==> src/rtl/ai_paddle_ctrl.sv <==
// AI opponent paddle controller: recentres while the ball is travelling away, then tracks
// the ball after a mode-dependent reaction delay, moving at most one bounded step per frame.
module ai_paddle_ctrl #(
    parameter int REACT_CYCLES = 12_587_500,
    parameter int SCREEN_H     = 480,
    parameter int PDL_H        = 64,
    parameter int SQ_SIZE      = 8,
    parameter int STEP_EASY    = 2,
    parameter int STEP_NORM    = 4,
    parameter int STEP_HARD    = 8,
    parameter int DEADBAND     = 2
) (
    input  logic       clk_0,
    input  logic       rst,
    input  logic       frame_tick,
    input  logic [9:0] sq_xpos,
    input  logic [9:0] sq_ypos,
    input  logic       sq_xveldir,
    input  logic [1:0] mode,
    output logic [9:0] ai_pdlypos,
    output logic [1:0] ai_state
);

    typedef enum logic [1:0] {
        CENTER = 2'd0,
        REACT  = 2'd1,
        TRACK  = 2'd2
    } state_t;

    localparam logic [9:0]         MAX_POS    = 10'(SCREEN_H - PDL_H);
    localparam logic [9:0]         CENTER_POS = 10'((SCREEN_H - PDL_H) / 2);
    localparam logic signed [10:0] MAX_S      = 11'(SCREEN_H - PDL_H);
    localparam logic signed [10:0] CENTER_S   = 11'((SCREEN_H - PDL_H) / 2);
    localparam logic signed [10:0] Y_OFS      = 11'(SQ_SIZE / 2 - PDL_H / 2);
    localparam logic [10:0]        DB         = 11'(DEADBAND);
    localparam logic [10:0]        S_EASY     = 11'(STEP_EASY);
    localparam logic [10:0]        S_NORM     = 11'(STEP_NORM);
    localparam logic [10:0]        S_HARD     = 11'(STEP_HARD);
    localparam logic [23:0]        LIM_EASY   = 24'(REACT_CYCLES);
    localparam logic [23:0]        LIM_NORM   = 24'(REACT_CYCLES / 2);

    state_t             state, state_nxt;
    logic [9:0]         pos, pos_nxt;
    logic [23:0]        cnt, cnt_nxt;
    logic [1:0]         mode_q, mode_q_nxt;
    logic signed [10:0] target_raw, target;
    logic [23:0]        limit;
    logic [10:0]        track_step;
    logic               unused_xpos;

    assign unused_xpos = ^sq_xpos;

    // One bounded step toward tgt; the step never exceeds the distance, so no overshoot.
    function automatic logic [9:0] move_toward(input logic [9:0] cur,
                                               input logic signed [10:0] tgt,
                                               input logic [10:0] step);
        logic signed [10:0] diff;
        logic [10:0]        mag;
        logic [10:0]        amt;
        logic signed [11:0] cur_s;
        logic signed [11:0] nxt;
        diff  = tgt - $signed({1'b0, cur});
        mag   = diff[10] ? 11'(-diff) : 11'(diff);
        amt   = (mag < step) ? mag : step;
        cur_s = $signed({2'b00, cur});
        if (mag <= DB)
            nxt = cur_s;
        else if (diff[10])
            nxt = cur_s - $signed({1'b0, amt});
        else
            nxt = cur_s + $signed({1'b0, amt});
        if (nxt[11])
            return '0;
        if (nxt > $signed({2'b00, MAX_POS}))
            return MAX_POS;
        return nxt[9:0];
    endfunction

    always_comb begin
        target_raw = $signed({1'b0, sq_ypos}) + Y_OFS;
        if (target_raw[10])
            target = '0;
        else if (target_raw > MAX_S)
            target = MAX_S;
        else
            target = target_raw;

        case (mode_q)
            2'd1:    limit = LIM_EASY;
            2'd2:    limit = LIM_NORM;
            default: limit = '0;
        endcase

        case (mode_q)
            2'd2:    track_step = S_NORM;
            2'd3:    track_step = S_HARD;
            default: track_step = S_EASY;
        endcase
    end

    always_comb begin
        state_nxt  = state;
        pos_nxt    = pos;
        cnt_nxt    = cnt;
        mode_q_nxt = mode_q;
        case (state)
            CENTER: begin
                if (frame_tick)
                    pos_nxt = move_toward(pos, CENTER_S, S_EASY);
                if (sq_xveldir && mode != 2'd0) begin
                    mode_q_nxt = mode;
                    cnt_nxt    = '0;
                    state_nxt  = REACT;
                end
            end
            REACT: begin
                cnt_nxt = cnt + 24'd1;
                if (!sq_xveldir)
                    state_nxt = CENTER;
                else if (limit == '0 || cnt >= limit - 24'd1)
                    state_nxt = TRACK;
            end
            TRACK: begin
                if (frame_tick)
                    pos_nxt = move_toward(pos, target, track_step);
                if (!sq_xveldir || mode == 2'd0)
                    state_nxt = CENTER;
            end
            default: state_nxt = CENTER;
        endcase
    end

    always_ff @(posedge clk_0) begin
        if (!rst) begin
            state  <= CENTER;
            pos    <= CENTER_POS;
            cnt    <= '0;
            mode_q <= '0;
        end else begin
            state  <= state_nxt;
            pos    <= pos_nxt;
            cnt    <= cnt_nxt;
            mode_q <= mode_q_nxt;
        end
    end

    assign ai_pdlypos = pos;
    assign ai_state   = state;

endmodule

==> config.mk <==
export PLATFORM = sky130hd
export DESIGN_NAME = ai_paddle_ctrl
export DESIGN_NICKNAME = d
export VERILOG_FILES = /design/src/rtl/ai_paddle_ctrl.sv
export SDC_FILE = /design/constraint.sdc
export NUM_CORES = 1
export LEC_CHECK = 0
export ABC_AREA = 1
export ABC_CLOCK_PERIOD_IN_PS = 17150
export CAP_MARGIN = 10
export CORE_MARGIN = 1
export CORE_UTILIZATION = 40
export CTS_CLUSTER_SIZE = 14
export DETAILED_ROUTE_END_ITERATION = 10
export GPL_TIMING_DRIVEN = 1
export PLACE_DENSITY = 0.65
export SLEW_MARGIN = 10
export SYNTH_ARGS = -nofsm -noshare
export SYNTH_HDL_FRONTEND = slang
export SYNTH_SLANG_ARGS = --single-unit
==> constraint.sdc <==
create_clock -name clk_0 -period 17.15 [get_ports clk_0]
set_input_delay 3.43 -clock clk_0 [delete_from_list [all_inputs] [get_ports clk_0]]
set_output_delay 3.43 -clock clk_0 [all_outputs]
set_load 0.005 [all_outputs]
; After elaboration in Yosys (flattened, before gate mapping)
; Cells that the tools add are included.
[word_totals]
wordCells = 95
reg_bits = 38
inputBits = 26
output_inout_bits = 12
[op_classes]
mux = 48
eq_ne = 10
add_sub_neg = 11
reduce_logical = 14
n_lt_le_gt_ge = 8
[ops]
columns = cell, n
row1 = $mux 10, 12
row2 = $mux 12, 8
row3 = $pmux 24 s2, 2
row4 = $mux 11, 4
row5 = $add 10x11->12, 2
row6 = $add 24x1->24 const B, 1
row7 = $ge 24x24->1, 1
row8 = $gt 12x10->1 const B, 2
row9 = $logic_not 24->1, 1
row10 = $mux 24, 1
row11 = $sub 10x11->12, 2
row12 = $sub 24x1->24 const B, 1
row13 = $le 11x2->1 const B, 2
row14 = $neg 11->11, 2
row15 = $pmux 10 s2, 1
row16 = $mux 1, 14
row17 = $add 11x6->11 const B, 1
row18 = $gt 11x10->1 const B, 1
row19 = $lt 11x11->1, 1
row20 = $lt 11x2->1 const B, 1
row21 = $sub 11x11->11, 1
row22 = $sub 8x10->11 const A, 1
row23 = $mux 2, 4
row24 = $ne 2x2->1 const B, 4
row25 = other kinds (12), 21

; Longest topological paths before layout
[logic_depth]
depth_word = 24
depth_mapped = 55
mapped_depth_nobuf = 55

; Worst setup path before layout
; Ideal clock, no wire load.
[synth_timing]
path_kind = input to register
start = input port sq_ypos[2]
end = register pos[7] (netlist: ai_pdlypos[7])
n_path_buf = 0
path_stages = 46
setup_ns = 0.115
required_ns = 17.035
arrival_time_ns = 9.595
path_slack_ns = 7.440
path_cell_list = ha_1 nand2_1 inv_1 nor2_1 inv_1 nor4_1 nand2_1 inv_1 a2111o_1 nand2_1 nor2_1 nand2_1 ha_1 fa_1 ha_1 inv_1 nor2_4 o21ai_0 (+10 left out) or2_2 xor2_1 ha_1 a21oi_1 o21ai_0 nand2_1 o211ai_1 nand2_1 nand2_1 a21oi_1 inv_1 or2_2 a31oi_1 nand3_4 o21ai_0 nand2_1 nand2_1 nand2_1
[synth_between]
elab_chain_cells = 23
word_cells_on_any_way = 29
classes_between = 5 x add/sub / 4 x order compare / 20 x mux
[synth_rtl]
columns = element, line_no
row1 = "start, declared", 17  ; input logic [9:0] sq_ypos,
row2 = $add 11x6->11 *, 80  ; target_raw = $signed({1'b0, sq_ypos}) + Y_OFS;
row3 = $gt 11x10->1, 83  ; else if (target_raw > MAX_S)
row4 = $mux 10, 83
row5 = $mux 10 *, 81  ; if (target_raw[10])
row6 = $sub 11x11->11 *, 62  ; diff = tgt - $signed({1'b0, cur});
row7 = $neg 11->11, 63  ; mag = diff[10] ? 11'(-diff) : 11'(diff);
row8 = $mux 11, 63
row9 = $lt 11x11->1, 64  ; amt = (mag < step) ? mag : step;
row10 = (+6 left out), --
row11 = $gt 12x10->1, 74  ; if (nxt > $signed({2'b00, MAX_POS}))
row12 = $mux 1 (2 in a row), 74
row13 = $mux 1, 124  ; if (frame_tick)
row14 = $mux 1, 106  ; case (state)
row15 = $mux 10, 76  ; return nxt[9:0];
row16 = $mux 10 *, 74
row17 = $mux 10 *, 124
row18 = $pmux 10 s2 *, 106
row19 = "end signal, assigned", 141  ; pos <= pos_nxt;
row20 = "end, declared", 43  ; logic [9:0] pos, pos_nxt;
; Mark *: on every way between the ends. The rest lies on a longest branch, timed or not. The select of a mux whose other input is x is not followed.
; A chain may end at the register's enable or synchronous reset.

; Final worst setup path
[layout_timing]
start = input port sq_ypos[2]
end = register pos[0] (netlist: ai_pdlypos[0])
; The elaborated chain is that of the path after synthesis.

==> run_results.csv <==
group,metric,value,unit
min_path,hold_class,"register to register",
min_path,hold_start,"cnt[17]$_SDFFE_PN0P_",
setup_path,rr_startpoint,"ai_pdlypos[9]$_SDFFE_PN0P_",
setup_path,setup.worst_path.class,"input pin to register",
die,die_h,119,um
synth,syn_inst,904,
setup_path,startpoint,"sq_ypos[2]",
global_route,grt_pass1_wl,23500,um
setup_path,crit_path_end_kind,"register",
synth,ys_types,52,
timing,finClkSkew,0.00531,ns
finish,fin_nets,1017,
die,rows,42,
clock_network,path_clk_slew,0.06,ns
die,die_w,119,um
setup_path,crit_top_cell,"nand2_1",
synth,syn_area_per_cell,6.08,sq um
synth,ys_ff_latch,38,
global_route,grt-ovfl-total,0,
placed_design,hpwl,10500,um
clock_network,ctsResizeCount,0,
global_route,grt_pass1_vias,5189,
timing,max_slew_margin,0.461,
finish,synthToLayoutAreaGrowth,10.5,%
synth,yosys_warnings,0,
setup_path,cp.required,17.36,ns
clock_network,cts_setup_buffers,0,
global_route,antenna_found_initial,0,
setup_path,slowest_delay,0.47,ns
routing,first_pass_iters,4,
routing,vias_per_cell,5.09,
finish,final_util,0.455,
placed_design,gp_congestion,0.846,
timing,fin_tns_setup,0,ns
setup_path,critPathLaunchType,"input pin",
flow_run,drv.max_cap_violation_count,0,
synth,netlist_area,0.00550,sq mm
setup_path,crit_arrival,11.18,ns
clock_network,cts_buffer_depth,2,
routing,drt_first_iter_violations,324,
min_path,hold_depth,2,
timing,setup_violations,0,
setup_path,critPathSlowestCell,"clkdlybuf4s50_1",
global_route,grt.total_usage,0.198,
clock_network,cts_hold_buffers,0,
finish,diodes,0,
synth,synth-edff-count,0,
power_and_ir_drop,p_leak,3.07,nW
power_and_ir_drop,pwr_density_cell,119,mW/mm^2
setup_path,reg2reg_slack,10.47,ns
clock_network,cts_tree,"yes",
clock_network,cts_root_buffer,"clkbuf_16",
routing,drtAntennaViolNets,0,
timing,maxSlewViolCount,0,
setup_path,r2r_cells,39,
timing,finalCritPeriodShare,0.640,
die,io_pins,38,
die,die_area,0.0142,sq mm
timing,timing.fmax,0.0912,GHz
routing,wl,13400,um
synth,synth_fp_nets,994,
clock_network,worstSkewPairLatency,0.28,ns
timing,hold_viol,0,
global_route,grt_max_degree,23,
clock_network,cts_num_sinks,38,
clock_network,h-tree-depth,2,
placed_design,port_buffers,27,
timing,rsz0062_at_grt,"false",
setup_path,timing.rr.end,"ai_pdlypos[0]$_SDFFE_PN0P_",
timing,fin_crit,10.97,ns
routing,dr_total_vias,5622,
die,initial_utilization,0.412,
timing,worst_pin_slew,0.807,ns
routing,remaining_drc_errors,0,
setup_path,cp_max_fo,15,
outcome,outcome,"complete, no violations",
synth,synthArstFlopShare,0,
synth,ys.flop_type,"dfxtp_1",
min_path,hold_end,"cnt[17]$_SDFFE_PN0P_",
clock_network,cts_buffers,5,
synth,ys_seq_area_frac,0.138,
finish,drive_gt1_frac,0.0765,
routing,wire_per_inst,12.2,um
power_and_ir_drop,ir_worst_vdd,0.0515,mV
die,core,0.0133,sq mm
-- power by group --
part / switching (W) / total (W) / internal (W)
clock network: 0.0000371 / 0.000105 / 0.0000681
registers: 0.0000142 / 0.000107 / 0.0000929
logic: 0.000325 / 0.000511 / 0.000187
-- Yosys cell counts (4+ instances only) --
cell type	instances	area [sq um]
nand2_1	249	935
inv_1	125	469
nand3_1	72	360
nor2_1	71	267
a21oi_1	64	320
ha_1	61	763
dfxtp_1	38	761
o21ai_0	37	185
xor2_1	21	184
nor3_1	14	70.1
nand2_2	13	81.3
inv_2	11	41.3
nand4_1	11	68.8
nand3_2	9	90.1
nand3b_1	7	52.6
nor2_4	7	78.8
a211oi_1	6	45.0
o21ai_1	6	30.0
o21bai_1	6	45.0
a221oi_1	5	43.8
a31oi_1	5	31.3
buf_6	5	56.3
nand2_4	5	56.3
nor2_2	5	31.3
xnor2_1	5	43.8
clkbuf_1	4	15.0
-- metal layers --
metal,track usage,up-vias,wire length (um)
met5,0,-,0
met4,0.0459,0,196
met3,0.0192,16,446
met2,0.343,106,6100
met1,0.262,2471,6690
li1,-,3029,-
-- area by class of cell --
class | count | area (sq um)
Clock buffer | 5 | 125
Clock inverter | 3 | 40.0
Fill cell | 1485 | 7270
Inverter | 138 | 518
Multi-Input combinational cell | 716 | 4130
Sequential cell | 38 | 761
Tap cell | 176 | 220
Timing Repair Buffer | 28 | 278
-- how the worst max path moves through the flow --
stage          cells after the start                         end  slack, ns
5_1_grt                           50  ai_pdlypos[2]$_SDFFE_PN0P_       5.27
3_3_place_gp                      52  ai_pdlypos[7]$_SDFFE_PN1P_       5.97
6_report                          53  ai_pdlypos[0]$_SDFFE_PN0P_       6.18
4_1_cts                           50  ai_pdlypos[0]$_SDFFE_PN0P_       6.21
2_1_floorplan                     46  ai_pdlypos[7]$_SDFFE_PN1P_       7.44
3_5_place_dp                      51  ai_pdlypos[0]$_SDFFE_PN0P_       5.89
-- cell usage in the layout (no fill, tap or decap), drive strengths merged, types with 2 or more instances in the layout --
cell,n
a211oi,6
dfxtp,38
a22oi,2
xor2,21
o21ai,46
ha,61
clkinv,4
conb,2
inv,136
o21bai,6
nor3,14
xnor2,5
a21oi,67
nand3b,7
nand4,12
clkdlybuf4s50,27
a21o,2
or2,3
a221oi,5
nand2,267
a31oi,5
fa,3
clkbuf,5
nor4,2
nor2,84
a311oi,2
o22ai,2
nand3,82
-- registers in the layout, indices dropped and copies added, names as in the netlist --
register / flops
ai_pdlypos: 10
cnt: 24
mode_q: 2
ai_state: 2
-- worst max-delay path: cells and delay by family --
kind	cells	cell delay, ns
buffers and inverters	9	1.24
AOI/OAI and AO/OA	8	1.53
adders and majority gates	5	1.43
xor gates and xnor gates	3	0.43
and+or+nand+nor	28	3.05
-- per-stage QoR --
| stage | power [W] | instances | hold slack, ns | area (sq um) | setup WS [ns] |
|---|---|---|---|---|---|
| 3_5_place_dp | 0.000617 | 1096 | 0.489 | 5910 | 5.89 |
| 3_3_place_gp | 0.000613 | 1096 | 0.483 | 5910 | 5.97 |
| 6_report | 0.000724 | 1104 | 0.493 | 6080 | 6.18 |
| 2_1_floorplan | 0.000524 | 904 | 0.455 | 5500 | 7.44 |
| 4_1_cts | 0.000726 | 1104 | 0.499 | 6080 | 6.21 |
| 5_1_grt | 0.000808 | 1104 | 0.524 | 6080 | 5.27 |
-- cells by family (layout without fill, tap and decap cells) --
logic type	count (synthesis)	in the layout	share of synthesized area
fa+ha+maj	64	64	0.150
compound gates	151	151	0.162
simple gates	473	473	0.397
xor+xnor	26	26	0.0414
buf+inv	150	174	0.110
flops	38	38	0.138
other cells	2	2	0.00137
No activity file was read; power rests on OpenSTA's default activity.
